**config.mk**
```make
export PLATFORM = sky130hd
export DESIGN_NAME = pong_ctrl_flat
export DESIGN_NICKNAME = d
export VERILOG_FILES = /design/src/rtl/pong_pkg.sv /design/src/rtl/pong_if.sv /design/src/rtl/pong_render.sv /design/src/rtl/pong_ctrl.sv /design/src/flat_wrapper.sv
export SDC_FILE = /design/constraint.sdc
export NUM_CORES = 1
export LEC_CHECK = 0
export ABC_AREA = 1
export BUFFER_PORTS_ARGS = -buffer_cell sky130_fd_sc_hd__buf_2
export CORE_MARGIN = 1.5
export CORE_UTILIZATION = 48
export CTS_BUF_LIST = sky130_fd_sc_hd__clkbuf_4 sky130_fd_sc_hd__clkbuf_8
export DETAILED_ROUTE_END_ITERATION = 10
export PLACE_DENSITY = 0.76
export REMOVE_ABC_BUFFERS = 1
export SYNTH_ARGS = -nofsm -noshare
export SYNTH_HDL_FRONTEND = slang
export SYNTH_SLANG_ARGS = --single-unit
```
**constraint.sdc**
```tcl
create_clock -name clk -period 5.9 [get_ports clk]
set_input_delay 0 -clock clk [delete_from_list [all_inputs] [get_ports clk]]
set_output_delay 0 -clock clk [all_outputs]
set_load 0.03 [all_outputs]
```
**src/rtl/pong_pkg.sv**
```systemverilog
// Shared definitions for the pong game: FSM encoding, screen geometry, colours.
// No ports; imported by pong_ctrl and pong_render.
// Also holds the saturating paddle-move helper used for both paddles.
package pong_pkg;

  typedef enum logic [2:0] {
    ST_IDLE  = 3'd0,
    ST_SERVE = 3'd1,
    ST_PLAY  = 3'd2,
    ST_SCORE = 3'd3,
    ST_OVER  = 3'd4
  } state_t;

  // Screen geometry (visible and total scan counts).
  localparam int H_ACTIVE = 640;
  localparam int V_ACTIVE = 480;
  localparam int H_TOTAL  = 800;
  localparam int V_TOTAL  = 525;

  // Paddle columns (inclusive).
  localparam int PADL_X0 = 16;
  localparam int PADL_X1 = 23;
  localparam int PADR_X0 = 616;
  localparam int PADR_X1 = 623;

  // Ball home position while waiting to serve.
  localparam int BALL_X0 = 316;
  localparam int BALL_Y0 = 236;

  // Frames spent showing a point before the next serve.
  localparam int SCORE_FRAMES = 60;

  localparam logic [11:0] COL_BALL   = 12'hFFF;
  localparam logic [11:0] COL_PADDLE = 12'h0F0;
  localparam logic [11:0] COL_LINE   = 12'h888;
  localparam logic [11:0] COL_BG     = 12'h000;

  // One frame of paddle motion: opposing or idle buttons hold, result clamped.
  function automatic logic [9:0] paddle_move(input logic [9:0] y, input logic up,
                                             input logic dn, input int step,
                                             input int y_max);
    int t;
    t = int'(y);
    if (up && !dn)      t = t - step;
    else if (dn && !up) t = t + step;
    if (t < 0)          t = 0;
    else if (t > y_max) t = y_max;
    return 10'(t);
  endfunction

endpackage

```
**src/rtl/pong_if.sv**
```systemverilog
// Video-side bundle between the scan timing generator and the pong block.
// master: timing generator (drives scan position, video_on, frame_tick; takes rgb).
// slave : pong_ctrl (takes scan position and frame_tick; drives rgb).
interface pong_if;
  logic [9:0]  pixel_x;
  logic [9:0]  pixel_y;
  logic        video_on;
  logic        frame_tick;
  logic [11:0] rgb;

  modport master (output pixel_x, pixel_y, video_on, frame_tick, input rgb);
  modport slave  (input pixel_x, pixel_y, video_on, frame_tick, output rgb);
endinterface

```
**src/rtl/pong_render.sv**
```systemverilog
// Pixel renderer: hit-tests ball, paddles and centre line, picks the colour.
// Ports: clk/rst, scan position + video_on in, object positions in, rgb out.
// rgb is registered: exactly one clk after the scan inputs; 000 outside video_on.
module pong_render
  import pong_pkg::*;
#(
  parameter int PADDLE_H = 64,
  parameter int BALL_SZ  = 8
) (
  input  logic        clk,
  input  logic        rst,
  input  logic [9:0]  pixel_x,
  input  logic [9:0]  pixel_y,
  input  logic        video_on,
  input  logic [9:0]  ball_x,
  input  logic [9:0]  ball_y,
  input  logic [9:0]  paddle_l_y,
  input  logic [9:0]  paddle_r_y,
  output logic [11:0] rgb
);

  int px, py, bx, by, pl, pr;
  logic ball_hit, pad_hit, line_hit;
  logic [11:0] rgb_n;

  always_comb begin
    px = int'(pixel_x);
    py = int'(pixel_y);
    bx = int'(ball_x);
    by = int'(ball_y);
    pl = int'(paddle_l_y);
    pr = int'(paddle_r_y);

    ball_hit = (px >= bx) && (px < bx + BALL_SZ) && (py >= by) && (py < by + BALL_SZ);
    pad_hit  = ((px >= PADL_X0) && (px <= PADL_X1) && (py >= pl) && (py < pl + PADDLE_H)) ||
               ((px >= PADR_X0) && (px <= PADR_X1) && (py >= pr) && (py < pr + PADDLE_H));
    // Dashed net: 4 px wide, drawn on alternate 16-line bands.
    line_hit = (px >= 318) && (px <= 321) && !pixel_y[4];

    rgb_n = COL_BG;
    if (!video_on)     rgb_n = COL_BG;
    else if (ball_hit) rgb_n = COL_BALL;
    else if (pad_hit)  rgb_n = COL_PADDLE;
    else if (line_hit) rgb_n = COL_LINE;
  end

  always_ff @(posedge clk or posedge rst) begin
    if (rst) rgb <= COL_BG;
    else     rgb <= rgb_n;
  end

endmodule

```
**src/rtl/pong_ctrl.sv**
```systemverilog
// Pong game top: FSM, paddles, ball physics and scoring, updated once per frame_tick.
// Ports: clk/rst, vid (pong_if.slave: scan in, rgb out), buttons, score_l/score_r, game_state.
// Optional macro PONG_AI_EN: right paddle tracks the ball instead of r_up/r_dn.
module pong_ctrl
  import pong_pkg::*;
#(
  parameter int PADDLE_H    = 64,
  parameter int BALL_SZ     = 8,
  parameter int PADDLE_STEP = 4,
  parameter int BALL_STEP   = 2,
  parameter int WIN_SCORE   = 9
) (
  input  logic       clk,
  input  logic       rst,
  pong_if.slave      vid,
  input  logic       l_up,
  input  logic       l_dn,
  input  logic       r_up,
  input  logic       r_dn,
  input  logic       serve,
  output logic [3:0] score_l,
  output logic [3:0] score_r,
  output logic [2:0] game_state
);

  localparam int PAD_MAX    = V_ACTIVE - PADDLE_H;
  localparam int BALL_X_MAX = H_ACTIVE - BALL_SZ;
  localparam int BALL_Y_MAX = V_ACTIVE - BALL_SZ;

  state_t     state;
  logic [9:0] paddle_l_y, paddle_r_y, ball_x, ball_y;
  logic       dir_x, dir_y;      // 1 = right / down
  logic [5:0] score_cnt;

  logic r_mv_up, r_mv_dn;
`ifdef PONG_AI_EN
  int ai_target;
  always_comb begin
    ai_target = int'(ball_y) + BALL_SZ/2 - PADDLE_H/2;
    r_mv_up   = ai_target < int'(paddle_r_y);
    r_mv_dn   = ai_target > int'(paddle_r_y);
  end
`else
  assign r_mv_up = r_up;
  assign r_mv_dn = r_dn;
`endif

  // Candidate ball position for this frame, with wall clamp applied to y.
  int   nx, ny, ny_c, pl, pr;
  logic dir_y_n, hit_l, hit_r, miss_l, miss_r;

  always_comb begin
    pl      = int'(paddle_l_y);
    pr      = int'(paddle_r_y);
    nx      = int'(ball_x) + (dir_x ? BALL_STEP : -BALL_STEP);
    ny      = int'(ball_y) + (dir_y ? BALL_STEP : -BALL_STEP);
    ny_c    = ny;
    dir_y_n = dir_y;
    if (ny <= 0) begin
      ny_c    = 0;
      dir_y_n = 1'b1;
    end else if (ny >= BALL_Y_MAX) begin
      ny_c    = BALL_Y_MAX;
      dir_y_n = 1'b0;
    end
    // A paddle only deflects a ball travelling toward it.
    hit_l  = !dir_x && (nx <= PADL_X1) && (nx + BALL_SZ - 1 >= PADL_X0) &&
             (ny_c <= pl + PADDLE_H - 1) && (ny_c + BALL_SZ - 1 >= pl);
    hit_r  =  dir_x && (nx <= PADR_X1) && (nx + BALL_SZ - 1 >= PADR_X0) &&
             (ny_c <= pr + PADDLE_H - 1) && (ny_c + BALL_SZ - 1 >= pr);
    miss_l = nx <= 0;
    miss_r = nx >= BALL_X_MAX;
  end

  always_ff @(posedge clk or posedge rst) begin
    if (rst) begin
      state      <= ST_IDLE;
      score_l    <= '0;
      score_r    <= '0;
      score_cnt  <= '0;
      paddle_l_y <= 10'(PAD_MAX / 2);
      paddle_r_y <= 10'(PAD_MAX / 2);
      ball_x     <= 10'(BALL_X0);
      ball_y     <= 10'(BALL_Y0);
      dir_x      <= 1'b1;
      dir_y      <= 1'b1;
    end else if (vid.frame_tick) begin
      if (state != ST_OVER) begin
        paddle_l_y <= paddle_move(paddle_l_y, l_up, l_dn, PADDLE_STEP, PAD_MAX);
        paddle_r_y <= paddle_move(paddle_r_y, r_mv_up, r_mv_dn, PADDLE_STEP, PAD_MAX);
      end
      case (state)
        ST_IDLE: begin
          ball_x <= 10'(BALL_X0);
          ball_y <= 10'(BALL_Y0);
          if (serve) state <= ST_SERVE;
        end
        ST_SERVE: begin
          ball_x <= 10'(BALL_X0);
          ball_y <= 10'(BALL_Y0);
          if (!serve) state <= ST_PLAY;
        end
        ST_PLAY: begin
          ball_y <= 10'(ny_c);
          dir_y  <= dir_y_n;
          if (hit_l) begin
            dir_x  <= 1'b1;
            ball_x <= 10'(PADL_X1 + 1);
          end else if (hit_r) begin
            dir_x  <= 1'b0;
            ball_x <= 10'(PADR_X0 - BALL_SZ);
          end else if (miss_l) begin
            // Right player scores; next serve heads toward the scorer.
            ball_x    <= '0;
            dir_x     <= 1'b1;
            score_r   <= (score_r == 4'(WIN_SCORE)) ? score_r : score_r + 4'd1;
            score_cnt <= '0;
            state     <= ST_SCORE;
          end else if (miss_r) begin
            ball_x    <= 10'(BALL_X_MAX);
            dir_x     <= 1'b0;
            score_l   <= (score_l == 4'(WIN_SCORE)) ? score_l : score_l + 4'd1;
            score_cnt <= '0;
            state     <= ST_SCORE;
          end else begin
            ball_x <= 10'(nx);
          end
        end
        ST_SCORE: begin
          if (score_cnt == 6'(SCORE_FRAMES - 1)) begin
            ball_x <= 10'(BALL_X0);
            ball_y <= 10'(BALL_Y0);
            state  <= (score_l == 4'(WIN_SCORE) || score_r == 4'(WIN_SCORE)) ? ST_OVER : ST_SERVE;
          end else begin
            score_cnt <= score_cnt + 6'd1;
          end
        end
        ST_OVER: begin
          if (serve) begin
            score_l <= '0;
            score_r <= '0;
            state   <= ST_IDLE;
          end
        end
        default: state <= ST_IDLE;
      endcase
    end
  end

  assign game_state = state;

  pong_render #(.PADDLE_H(PADDLE_H), .BALL_SZ(BALL_SZ)) u_render (
    .clk        (clk),
    .rst        (rst),
    .pixel_x    (vid.pixel_x),
    .pixel_y    (vid.pixel_y),
    .video_on   (vid.video_on),
    .ball_x     (ball_x),
    .ball_y     (ball_y),
    .paddle_l_y (paddle_l_y),
    .paddle_r_y (paddle_r_y),
    .rgb        (vid.rgb)
  );

endmodule

```
**src/flat_wrapper.sv**
```systemverilog
// flat-port wrapper written by rule: the top's interface ports become plain ports
module pong_ctrl_flat import pong_pkg::*;
#(
  parameter int PADDLE_H    = 64,
  parameter int BALL_SZ     = 8,
  parameter int PADDLE_STEP = 4,
  parameter int BALL_STEP   = 2,
  parameter int WIN_SCORE   = 9
)
  (clk, rst, l_up, l_dn, r_up, r_dn, serve, score_l, score_r, game_state, vid_pixel_x, vid_pixel_y, vid_video_on, vid_frame_tick, vid_rgb);
  pong_if vid_i ();
  input  logic clk;
  input  logic rst;
  input  logic l_up;
  input  logic l_dn;
  input  logic r_up;
  input  logic r_dn;
  input  logic serve;
  output logic [3:0] score_l;
  output logic [3:0] score_r;
  output logic [2:0] game_state;
  input wire logic [$bits(vid_i.pixel_x)-1:0] vid_pixel_x;
  input wire logic [$bits(vid_i.pixel_y)-1:0] vid_pixel_y;
  input wire logic [$bits(vid_i.video_on)-1:0] vid_video_on;
  input wire logic [$bits(vid_i.frame_tick)-1:0] vid_frame_tick;
  output wire logic [$bits(vid_i.rgb)-1:0] vid_rgb;
  assign vid_i.pixel_x = vid_pixel_x;
  assign vid_i.pixel_y = vid_pixel_y;
  assign vid_i.video_on = vid_video_on;
  assign vid_i.frame_tick = vid_frame_tick;
  assign vid_rgb = vid_i.rgb;
  pong_ctrl #(.PADDLE_H(PADDLE_H), .BALL_SZ(BALL_SZ), .PADDLE_STEP(PADDLE_STEP), .BALL_STEP(BALL_STEP), .WIN_SCORE(WIN_SCORE)) u_core (.clk(clk), .rst(rst), .vid(vid_i), .l_up(l_up), .l_dn(l_dn), .r_up(r_up), .r_dn(r_dn), .serve(serve), .score_l(score_l), .score_r(score_r), .game_state(game_state));
endmodule
```
# --- Word level (Yosys, flattened, before mapping) ---
# Cells that the tools add are included.
word_totals:
  input_bits: 29
  output_inout_bits: 23
  reg_bits: 71
op_classes:
  n_reduce_logical: 46
  magnitude_cmp: 30
  mux: 62
  n_addsub: 19
  n_eq_ne: 21
op_table:
  columns: ["op", "count"]
  rows:
  - ["32-bit two-way mux", 12]
  - ["32-bit by 2-bit subtractor with 32-bit output (second input constant)", 4]
  - ["10-bit two-way mux", 10]
  - ["11-bit by 32-bit adder with 32-bit output", 2]
  - ["32-bit by 5-bit adder with 32-bit output (second input constant)", 2]
  - ["32-bit by 11-bit greater-or-equal comparator with 1-bit output", 2]
  - ["32-bit by 11-bit greater-or-equal comparator with 1-bit output (second input constant)", 2]
  - ["32-bit by 10-bit > comparator with 1-bit output (second input constant)", 2]
  - ["32-bit by 1-bit less-or-equal comparator with 1-bit output (second input constant)", 2]
  - ["32-bit less-or-equal comparator", 2]
  - ["11-bit by 32-bit < comparator with 1-bit output", 2]
  - ["32-bit by 1-bit < comparator with 1-bit output (second input constant)", 2]
  - ["10-bit case mux with 3 select lines", 2]
  - ["12-bit two-way mux", 4]
  - ["10-bit greater-or-equal comparator", 4]
  - ["4-bit two-way mux", 10]
  - ["32-bit by 10-bit greater-or-equal comparator with 1-bit output (second input constant)", 1]
  - ["32-bit by 6-bit greater-or-equal comparator with 1-bit output (second input constant)", 1]
  - ["32-bit by 11-bit less-or-equal comparator with 1-bit output (second input constant)", 1]
  - ["32-bit by 6-bit less-or-equal comparator with 1-bit output (second input constant)", 1]
  - ["6-bit two-way mux", 5]
  - ["3-bit two-way mux", 9]
  - ["1-bit logical AND", 23]
  - ["10-bit by 3-bit adder with 11-bit output (second input constant)", 2]
  - ["37 further kinds", 71]

# --- Longest topological paths before layout ---
# Gate-level depths: netlist of run 1.
depth:
  depth_word: 12
  ltp_mapped: 43
  ltp_nobuf: 42

# --- Modules after synthesis ---
# From an unflattened synthesis of run 1, not the netlist that was laid out.
hier_totals:
  cells_unflattened: 1422
  area_unflattened_um2: 9245.1
by_module_without_submodules:
  columns: ["module", "cells_per_inst", "n_inst", "seq_area_each_um2", "area_each_um2"]
  rows:
  - ["pong_ctrl", 1038, 1, 1373.8, 6846.6]
  - ["pong_render", 384, 1, 100.1, 2398.6]

# --- Worst setup path after synthesis of run 1 ---
# Ideal clock, no wire load.
synth_path:
  path_kind: "register to register"
  from: "reg u_core.dir_y"
  to: "reg u_core.score_l[0]"
  required_ns: 5.782
  setup_slack_ns: 0.556
  setup_time_ns: 0.118
  path_stages_with_launch: 37
  arrival_ns: 5.226
  n_path_buf: 1
  cell_sequence: "dfstp_2 -> inv_1 -> ha_1 -> nand3_1 -> nand2_1 -> nand2_1 -> o211ai_1 -> a21boi_0 -> or2_2 -> ha_1 -> nand2_1 -> nor4_1 -> nand3_1 -> nor2_1 -> nand3_1 -> nand2_1 -> nand2_1 -> nor2_1 -> inv_1 -> ha_1 -> a21oi_1 -> nand2_1 -> xor2_1 -> ha_1 -> nand2_1 -> inv_1 -> nand4_1 -> o211ai_1 -> nand3_1 -> nand2_1 -> nand3_4 -> nand2_2 -> nand2_4 -> buf_8 -> nand3_4 -> nand2_1 -> nand2_1"
synth_via:
  elab_chain_len: 11
  elab_cells_between_ends: 19
  cone_classes: "3 x add/sub; 6 x order compare; 2 x eq/ne; 3 x mux; 5 x reduce/logical"
synth_rtl:
  columns: ["element", "line_no", "text"]
  rows:
  - ["start, declared", "pong_ctrl.sv:32", "logic dir_x, dir_y;"]
  - ["start signal, assigned", "pong_ctrl.sv:105", "dir_y <= dir_y_n;"]
  - ["32-bit two-way mux *", "pong_ctrl.sv:56", "ny = int'(ball_y) + (dir_y ? BALL_STEP : -BALL_STEP);"]
  - ["11-bit by 32-bit adder with 32-bit output *", "pong_ctrl.sv:56", null]
  - ["32-bit by 10-bit greater-or-equal comparator with 1-bit output", "pong_ctrl.sv:62", "end else if (ny >= BALL_Y_MAX) begin"]
  - ["32-bit two-way mux", "pong_ctrl.sv:62", null]
  - ["32-bit two-way mux *", "pong_ctrl.sv:59", "if (ny <= 0) begin"]
  - ["32-bit by 5-bit adder with 32-bit output", "pong_ctrl.sv:68, pong_ctrl.sv:70", null]
  - ["32-bit by 2-bit subtractor with 32-bit output", "pong_ctrl.sv:68, pong_ctrl.sv:70", null]
  - ["32-bit by 11-bit greater-or-equal comparator with 1-bit output, on equally long branches", "pong_ctrl.sv:68, pong_ctrl.sv:70", null]
  - ["1-bit logical AND, on equally long branches", "pong_ctrl.sv:68, pong_ctrl.sv:70", null]
  - ["2-bit != test (no source line)", null, null]
  - ["8-bit AND reduction (no source line) *", null, null]
  - ["end signal, assigned", "pong_ctrl.sv:122", "score_l <= (score_l == 4'(WIN_SCORE)) ? score_l : score_l + 4'd1;"]
  - ["end, declared", "pong_ctrl.sv:21", "output logic [3:0] score_l,"]
# Mark *: on every way between the ends. The rest lies on a longest branch, timed or not.
# A chain may end at the register's enable or synchronous reset.

# --- Worst setup path after layout of run 1 ---
layout_path:
  from: "reg u_core.dir_y"
  to: "reg u_core.score_r[3]"
layout_via:
  elab_chain_len: 11
  elab_cells_between_ends: 19
  cone_classes: "3 x add/sub; 6 x order compare; 2 x eq/ne; 3 x mux; 5 x reduce/logical"
layout_rtl:
  columns: ["element", "line_no", "text"]
  rows:
  - ["32-bit two-way mux *", "pong_ctrl.sv:56", null]
  - ["11-bit by 32-bit adder with 32-bit output *", "pong_ctrl.sv:56", null]
  - ["32-bit by 10-bit greater-or-equal comparator with 1-bit output", "pong_ctrl.sv:62", null]
  - ["32-bit two-way mux", "pong_ctrl.sv:62", null]
  - ["32-bit two-way mux *", "pong_ctrl.sv:59", null]
  - ["32-bit by 5-bit adder with 32-bit output", "pong_ctrl.sv:68, pong_ctrl.sv:70", null]
  - ["32-bit by 2-bit subtractor with 32-bit output", "pong_ctrl.sv:68, pong_ctrl.sv:70", null]
  - ["32-bit by 11-bit greater-or-equal comparator with 1-bit output, on equally long branches", "pong_ctrl.sv:68, pong_ctrl.sv:70", null]
  - ["1-bit logical AND, on equally long branches", "pong_ctrl.sv:68, pong_ctrl.sv:70", null]
  - ["2-bit != test (no source line)", null, null]
  - ["7-bit AND reduction (no source line) *", null, null]
  - ["end signal, assigned", "pong_ctrl.sv:116", "score_r <= (score_r == 4'(WIN_SCORE)) ? score_r : score_r + 4'd1;"]
  - ["end, declared", "pong_ctrl.sv:22", "output logic [3:0] score_r,"]
# Marks and branches as above.

==> flow_summary.json, run 1 <==
{
  "fin_skew_ps": 11.1,
  "initial_core_util_pct": 48.9,
  "grt_pass1_vias": 8844,
  "yosys-top-cells-area": "ha_1, nand2_1, dfrtp_1",
  "numCtsBuffers": 9,
  "hold_viol": 0,
  "syn2layout_area_growth_pct": 14.3,
  "min_period_over_period_pct": 95.2,
  "worstPathArrival_ps": 5870,
  "syn_area_um2": 9490,
  "tns_ps": 0,
  "yosys.area.top_type": "ha_1",
  "slew_violations": 0,
  "postSynthCellCount": 1416,
  "path_class": "register to register",
  "ys_seq_elements": 58,
  "clkSinkCount": 58,
  "routed_wl_um": 25600,
  "grt_usage_pct": 25.0,
  "vias": 9729,
  "nets": 1752,
  "core_um2": 19400,
  "htree_levels": 3,
  "grt_overflow": 0,
  "drive_gt1_share_pct": 13.7,
  "outcome": "completed",
  "yosysTopAreaCellShare_pct": 24.3,
  "insertedDiodeCount": 0,
  "io_pins": 52,
  "die_h_um": 144,
  "placementRows": 51,
  "ys.flop_type": "dfrtp_1",
  "vias_per_cell": 5.38,
  "worst_hold_slack_ps": 28.7,
  "grt_max_degree": 59,
  "die-area_um2": 20600,
  "portBuffers": 50,
  "critPathSlowestCell": "dfstp_2",
  "synth_common_cells": "nand2_1, inv_1, ha_1, nor2_1, nand3_1",
  "critPathRequiredTime_ps": 6160,
  "worstPathMaxFanout": 12,
  "yosysSeqAreaShare_pct": 15.5,
  "startpoint_type": "register",
  "final-setup-viol-count": 0,
  "clock_path_buffers": 2,
  "wl_per_cell_um": 14.2,
  "place_hpwl_um": 20100,
  "yosysMostFrequentCell": "nand2_1",
  "place.gp.congestion": 0.927,
  "path_clk_slew_ps": 90,
  "crit_path_max_incr_delay_ps": 600,
  "yosys.cell_types.count": 55,
  "cts_tree": "yes",
  "hold_class": "primary input to register",
  "antenna_found_initial": 0,
  "drc_errors": 0,
  "synth_async_sr_flop_share_pct": 100,
  "post_synth.cell_area_avg_um2": 6.70,
  "drv_cap": 0,
  "path_common_cell": "nand2_1",
  "ant_nets": 0,
  "synth-warning-count": 0,
  "end_kind": "register",
  "ctsRootBufferMaster": "clkbuf_8",
  "finalCoreUtilization_pct": 55.9,
  "synth_edf_count": 0,
  "die_w_um": 144,
  "clk_latency_ps": 370,
  "first_iter_violations": 797,
  "reg2reg_slack_ps": 280,
  "tightestPinTransition_ps": 867,
  "slew_headroom_pct": 42.0,
  "min_period_ps": 5620,
  "fmax_ghz": 0.178,
  "dr.pass1.iters": 5,
  "grt_pass1_wl_um": 41400
}
timing repair:
item                       in CTS  in global routing
hold buffers                    2                  0
hold endpoints to repair       44                  0
resized for setup               0                 56
setup endpoints to repair       0                 27
buffers inserted                0                 14
sequential cells by signal, summed over array words and instances (netlist names):
name	flops
u_core.paddle_r_y	8
u_core.score_r	4
u_core.score_l	4
u_core.score_cnt	6
u_core.u_render.rgb	4
u_core.ball_y	10
u_core.ball_x	9
u_core.paddle_l_y	8
u_core.dir_y	1
u_core.dir_x	1
u_core.game_state	3
worst max-delay path: cells and delay by family (launching register included):
kind	cells	cell delay, ps
AND/OR/NAND/NOR	24	2500
adder cells (fa/ha/maj)	3	800
AO/OA/AOI/OAI	4	440
flip-flops	1	600
buffers and inverters	10	1170
cells by family (layout without fill, tap and decap cells):
group           after synthesis  count (layout)  share of synthesized area, %
simple gates                659             660                          31.3
buf+inv                     244             328                          10.2
compound gates              219             219                          13.8
fa+ha+maj                   186             186                          24.7
flops                        58              58                          15.5
xor+xnor                     49              49                          4.52
other cells                   1              42                        0.0395
per-stage QoR:
| step | worst slack, ps | instances | instance area, um^2 |
|---|---|---|---|
| finish | 284 | 1807 | 10800 |
| global route | -77.8 | 1807 | 10800 |
| CTS | 11.9 | 1792 | 10500 |
| detailed placement | 31.1 | 1774 | 10300 |
| global placement | 200 | 1774 | 10300 |
| floorplan | 452 | 1438 | 9530 |
cells in the final DEF, fill, tap and decap left out, drive strengths merged, types with 2 or more instances in the layout:
cell         synthesis  routed
a211oi               2       2
a21boi               5       5
a21o                 5       5
a21oi               83      83
a221o                2       2
a22oi                8       8
a31oi                5       5
and3                 3       3
buf                 11      85
clkbuf               8      10
clkinv               4       6
clkinvlp             0       4
conb                 1      42
dfrtp               40      40
dfstp               18      18
dlygate4sd3          0       2
fa                   2       2
ha                 184     184
inv                221     220
nand2              320     321
nand3               99      99
nand3b               7       7
nand4               46      46
nor2               144     144
nor3                24      24
nor4                11      11
o211ai              12      12
o21a                 3       3
o21ai               54      54
o21bai              11      11
o221ai               2       2
o22ai               19      19
o31ai                3       3
or2                  4       4
xnor2                9       9
xor2                40      40
path summary, 6_finish.rpt:
check / from / endpoint / depth (start not counted)
worst max-delay path: u_core.dir_y$_DFFE_PP1P_ / u_core.score_r[3]$_DFFE_PP0P_ / 41
worst min-delay path: vid_pixel_x[1] / u_core.u_render.rgb[3]$_DFF_PP0_ / 4
worst max register to register: u_core.dir_y$_DFFE_PP1P_ / u_core.score_r[3]$_DFFE_PP0P_ / 41
worst min register to register: u_core.score_cnt[1]$_DFFE_PP0P_ / u_core.score_cnt[1]$_DFFE_PP0P_ / 2
max in group asynchronous: rst / u_core.ball_y[8]$_DFFE_PP0P_ / 4
min in group asynchronous: rst / u_core.ball_y[4]$_DFFE_PP0P_ / 4
per-layer routing:
| metal | routed length (um) | vias to the layer above | track usage [%] |
|---|---|---|---|
| met5 | 0 | - | 0 |
| met4 | 685 | 0 | 8.65 |
| met3 | 1440 | 44 | 3.03 |
| met2 | 11800 | 286 | 41.0 |
| met1 | 11700 | 4455 | 33.8 |
| li1 | - | 4944 | - |
cell type report:
class	instances	area (um^2)
multi-input cells	1156	7440
flip-flops and latches	58	1470
well taps	265	332
fillers	1890	8550
clock buffers	10	138
clock inverters	6	66.3
repair buffers	87	544
inverters	225	848
Power of run 1 is left out: the tool's default activity adds up to more than one toggle a clock period on the data nets, which glitch-free logic cannot reach.
==> run 2, diff against run 1 <==
--- a/config.mk
+++ b/config.mk
@@ -5,7 +5,7 @@
 export SDC_FILE = /design/constraint.sdc
 export NUM_CORES = 1
 export LEC_CHECK = 0
-export ABC_AREA = 1
+export ABC_AREA = 0
 export BUFFER_PORTS_ARGS = -buffer_cell sky130_fd_sc_hd__buf_2
 export CORE_MARGIN = 1.5
 export CORE_UTILIZATION = 48
==> flow_summary.json, run 2 <==
{
  "outcome": "finished, violations left",
  "violations": "setup timing",
  "rsz0062_at_grt": "true",
  "synthMuxAreaShare_pct": 1.19,
  "clk_latency_ps": 370,
  "place.gp.congestion": 0.993,
  "synth_async_sr_flop_share_pct": 100,
  "worstPathArrival_ps": 6690,
  "core_um2": 18700,
  "ys_seq_elements": 58,
  "final_cell_mix": "ha_1, nand2_1, buf_4",
  "grt_usage_pct": 26.3,
  "nets": 1520,
  "grt_pass1_vias": 9061,
  "drive_gt1_share_pct": 20.3,
  "fmax_ghz": 0.156,
  "syn_area_um2": 9150,
  "final-setup-viol-count": 21,
  "finalCoreUtilization_pct": 58.9,
  "clkSinkCount": 58,
  "critPathSlowestCell": "dfstp_2",
  "slew_headroom_pct": 21.0,
  "synth_edf_count": 0,
  "crit_path_max_incr_delay_ps": 560,
  "drv_cap": 0,
  "numCtsBuffers": 9,
  "multi_input_area_um2": 7800,
  "min_period_ps": 6430,
  "setup_slack_ps": -530,
  "startpoint_type": "register",
  "top_usage_layer": "met2",
  "postSynthCellCount": 1149,
  "global_route.usage.met2_pct": 45.7,
  "yosysTopAreaCellShare_pct": 25.2,
  "grtUsageMet3_pct": 3.70,
  "antenna_found_initial": 0,
  "grt_max_degree": 59,
  "initial_core_util_pct": 48.9,
  "synth_common_cells": "ha_1, nand2_1, inv_1, o21ai_0, nor2_1",
  "vias_per_cell": 6.07,
  "hold_class": "primary input to register",
  "io_pins": 52,
  "yosys.cell_types.count": 87,
  "final_common_cell": "ha_1",
  "tightestPinTransition_ps": 1170,
  "place_ws_ps": -875,
  "slew_violations": 0,
  "hold_viol": 0,
  "first_iter_violations": 757,
  "grt_overflow": 0,
  "yosysSeqAreaShare_pct": 16.1,
  "path_clk_slew_ps": 70,
  "largestRegisters": "u_core.ball_y (10), u_core.ball_x (9)",
  "end_kind": "register",
  "largest_reg_flops": 10,
  "synth-xor-area-share_pct": 5.07,
  "worstPathMaxFanout": 4,
  "portBuffers": 50,
  "vdd_drop_max_uv": 299,
  "synthAdderAreaFrac_pct": 25.6,
  "cts_tree": "yes",
  "fin_skew_ps": 10.5,
  "power_density_nw_per_um2": 636,
  "grt_pass1_wl_um": 42900,
  "post_synth.cell_area_avg_um2": 7.96,
  "ctsRootBufferMaster": "clkbuf_8",
  "placementRows": 50,
  "leakage_nw": 4.93,
  "regMostFlops": "u_core.ball_y",
  "synth-warning-count": 0,
  "synth_top_family_by_area": "adder cells",
  "htree_levels": 3,
  "die_h_um": 141,
  "routed_wl_um": 26400,
  "wl_per_cell_um": 17.1,
  "clock_path_buffers": 2,
  "ant_nets": 0,
  "drc_errors": 0,
  "dr.pass1.iters": 6,
  "min_period_over_period_pct": 109,
  "yosys-top-cells-area": "ha_1, dfrtp_1, dfstp_2",
  "finalPower_w": 0.00701,
  "met1_usage_pct": 33.4,
  "vias": 9378,
  "syn2layout_area_growth_pct": 20.5,
  "critPathRequiredTime_ps": 6160,
  "fill_cells": 1640,
  "path_class": "register to register",
  "yosys.area.top_type": "ha_1",
  "synthSimpleGateAreaFrac_pct": 23.1,
  "yosysMostFrequentCell": "ha_1",
  "die_w_um": 141,
  "place_hpwl_um": 20100,
  "die-area_um2": 19900,
  "regArea_um2": 1470,
  "ys.flop_type": "dfrtp_1",
  "synth_compound_area_share_pct": 23.9,
  "insertedDiodeCount": 0
}
run 2: report_power, final:
part / switching [W] / internal (W)
clock network: 0.000186 / 0.000223
registers: 0.000260 / 0.000604
logic: 0.00326 / 0.00248
total: 0.00370 / 0.00331
run 2: cell families after synthesis:
group,after synthesis
AND/OR/NAND/NOR,409
adder cells (fa/ha/maj),186
other,1
XOR/XNOR,53
AO/OA/AOI/OAI,320
flip-flops,58
buffers and inverters,112
multiplexers,10
run 2: final timing paths:
| check | depth (start not counted) | endpoint | from | slack, ps |
|---|---|---|---|---|
| min in group asynchronous | 4 | u_core.score_cnt[4]$_DFFE_PP0P_ | rst | 420 |
| max in group asynchronous | 4 | u_core.ball_x[6]$_DFFE_PP0P_ | rst | 4940 |
| worst min-delay path | 3 | u_core.u_render.rgb[6]$_DFF_PP0_ | vid_video_on | 20 |
| worst max register to register | 30 | u_core.score_r[1]$_DFFE_PP0P_ | u_core.dir_y$_DFFE_PP1P_ | -530 |
| worst max-delay path | 30 | u_core.score_r[1]$_DFFE_PP0P_ | u_core.dir_y$_DFFE_PP1P_ | -530 |
| worst min register to register | 1 | u_core.score_cnt[0]$_DFFE_PP0P_ | u_core.score_cnt[0]$_DFFE_PP0P_ | 540 |
run 2: worst max-delay path, delay by kind of cell (launching register included):
kind / cells / cell delay, ps
adder cells (fa/ha/maj): 3 / 700
buffers and inverters: 4 / 400
flip-flops: 1 / 560
AND/OR/NAND/NOR: 10 / 1570
AO/OA/AOI/OAI: 12 / 2800
multiplexers: 1 / 290
run 2: cell type report:
| cell class | instances | area share [%] |
|---|---|---|
| inverters | 77 | 2.69 |
| clock buffers | 12 | 1.44 |
| flip-flops and latches | 58 | 13.4 |
| repair buffers | 139 | 8.62 |
| well taps | 234 | 2.66 |
| multi-input cells | 1020 | 70.8 |
| clock inverters | 4 | 0.443 |
run 2: metrics by stage:
step	area, um^2	setup TNS (ps)	cells	hold WS (ps)
3_3_place_gp	10200	-11690	1503	268
3_5_place_dp	10200	-15060	1503	275
2_1_floorplan	9130	-15340	1155	86.7
4_1_cts	10800	-3590	1540	0.0422
6_report	11000	-8490	1544	19.6
5_1_grt	11000	-14220	1544	22.3
run 2: repair_timing:
item	4_1_cts	5_1_grt
endpoints found under the setup margin	21	21
hold endpoints to repair	40	0
buffers inserted	21	5
pin swaps	37	40
resized for setup	56	47
hold buffers	1	0
run 2: per-layer routing:
layer | up-vias | part of all wire [%]
met1 | 4462 | 45
met2 | 320 | 47
met5 | - | 0
met3 | 67 | 5.2
li1 | 4529 | -
met4 | 0 | 2.6
Note: power is estimated with default switching activity, not from simulation.
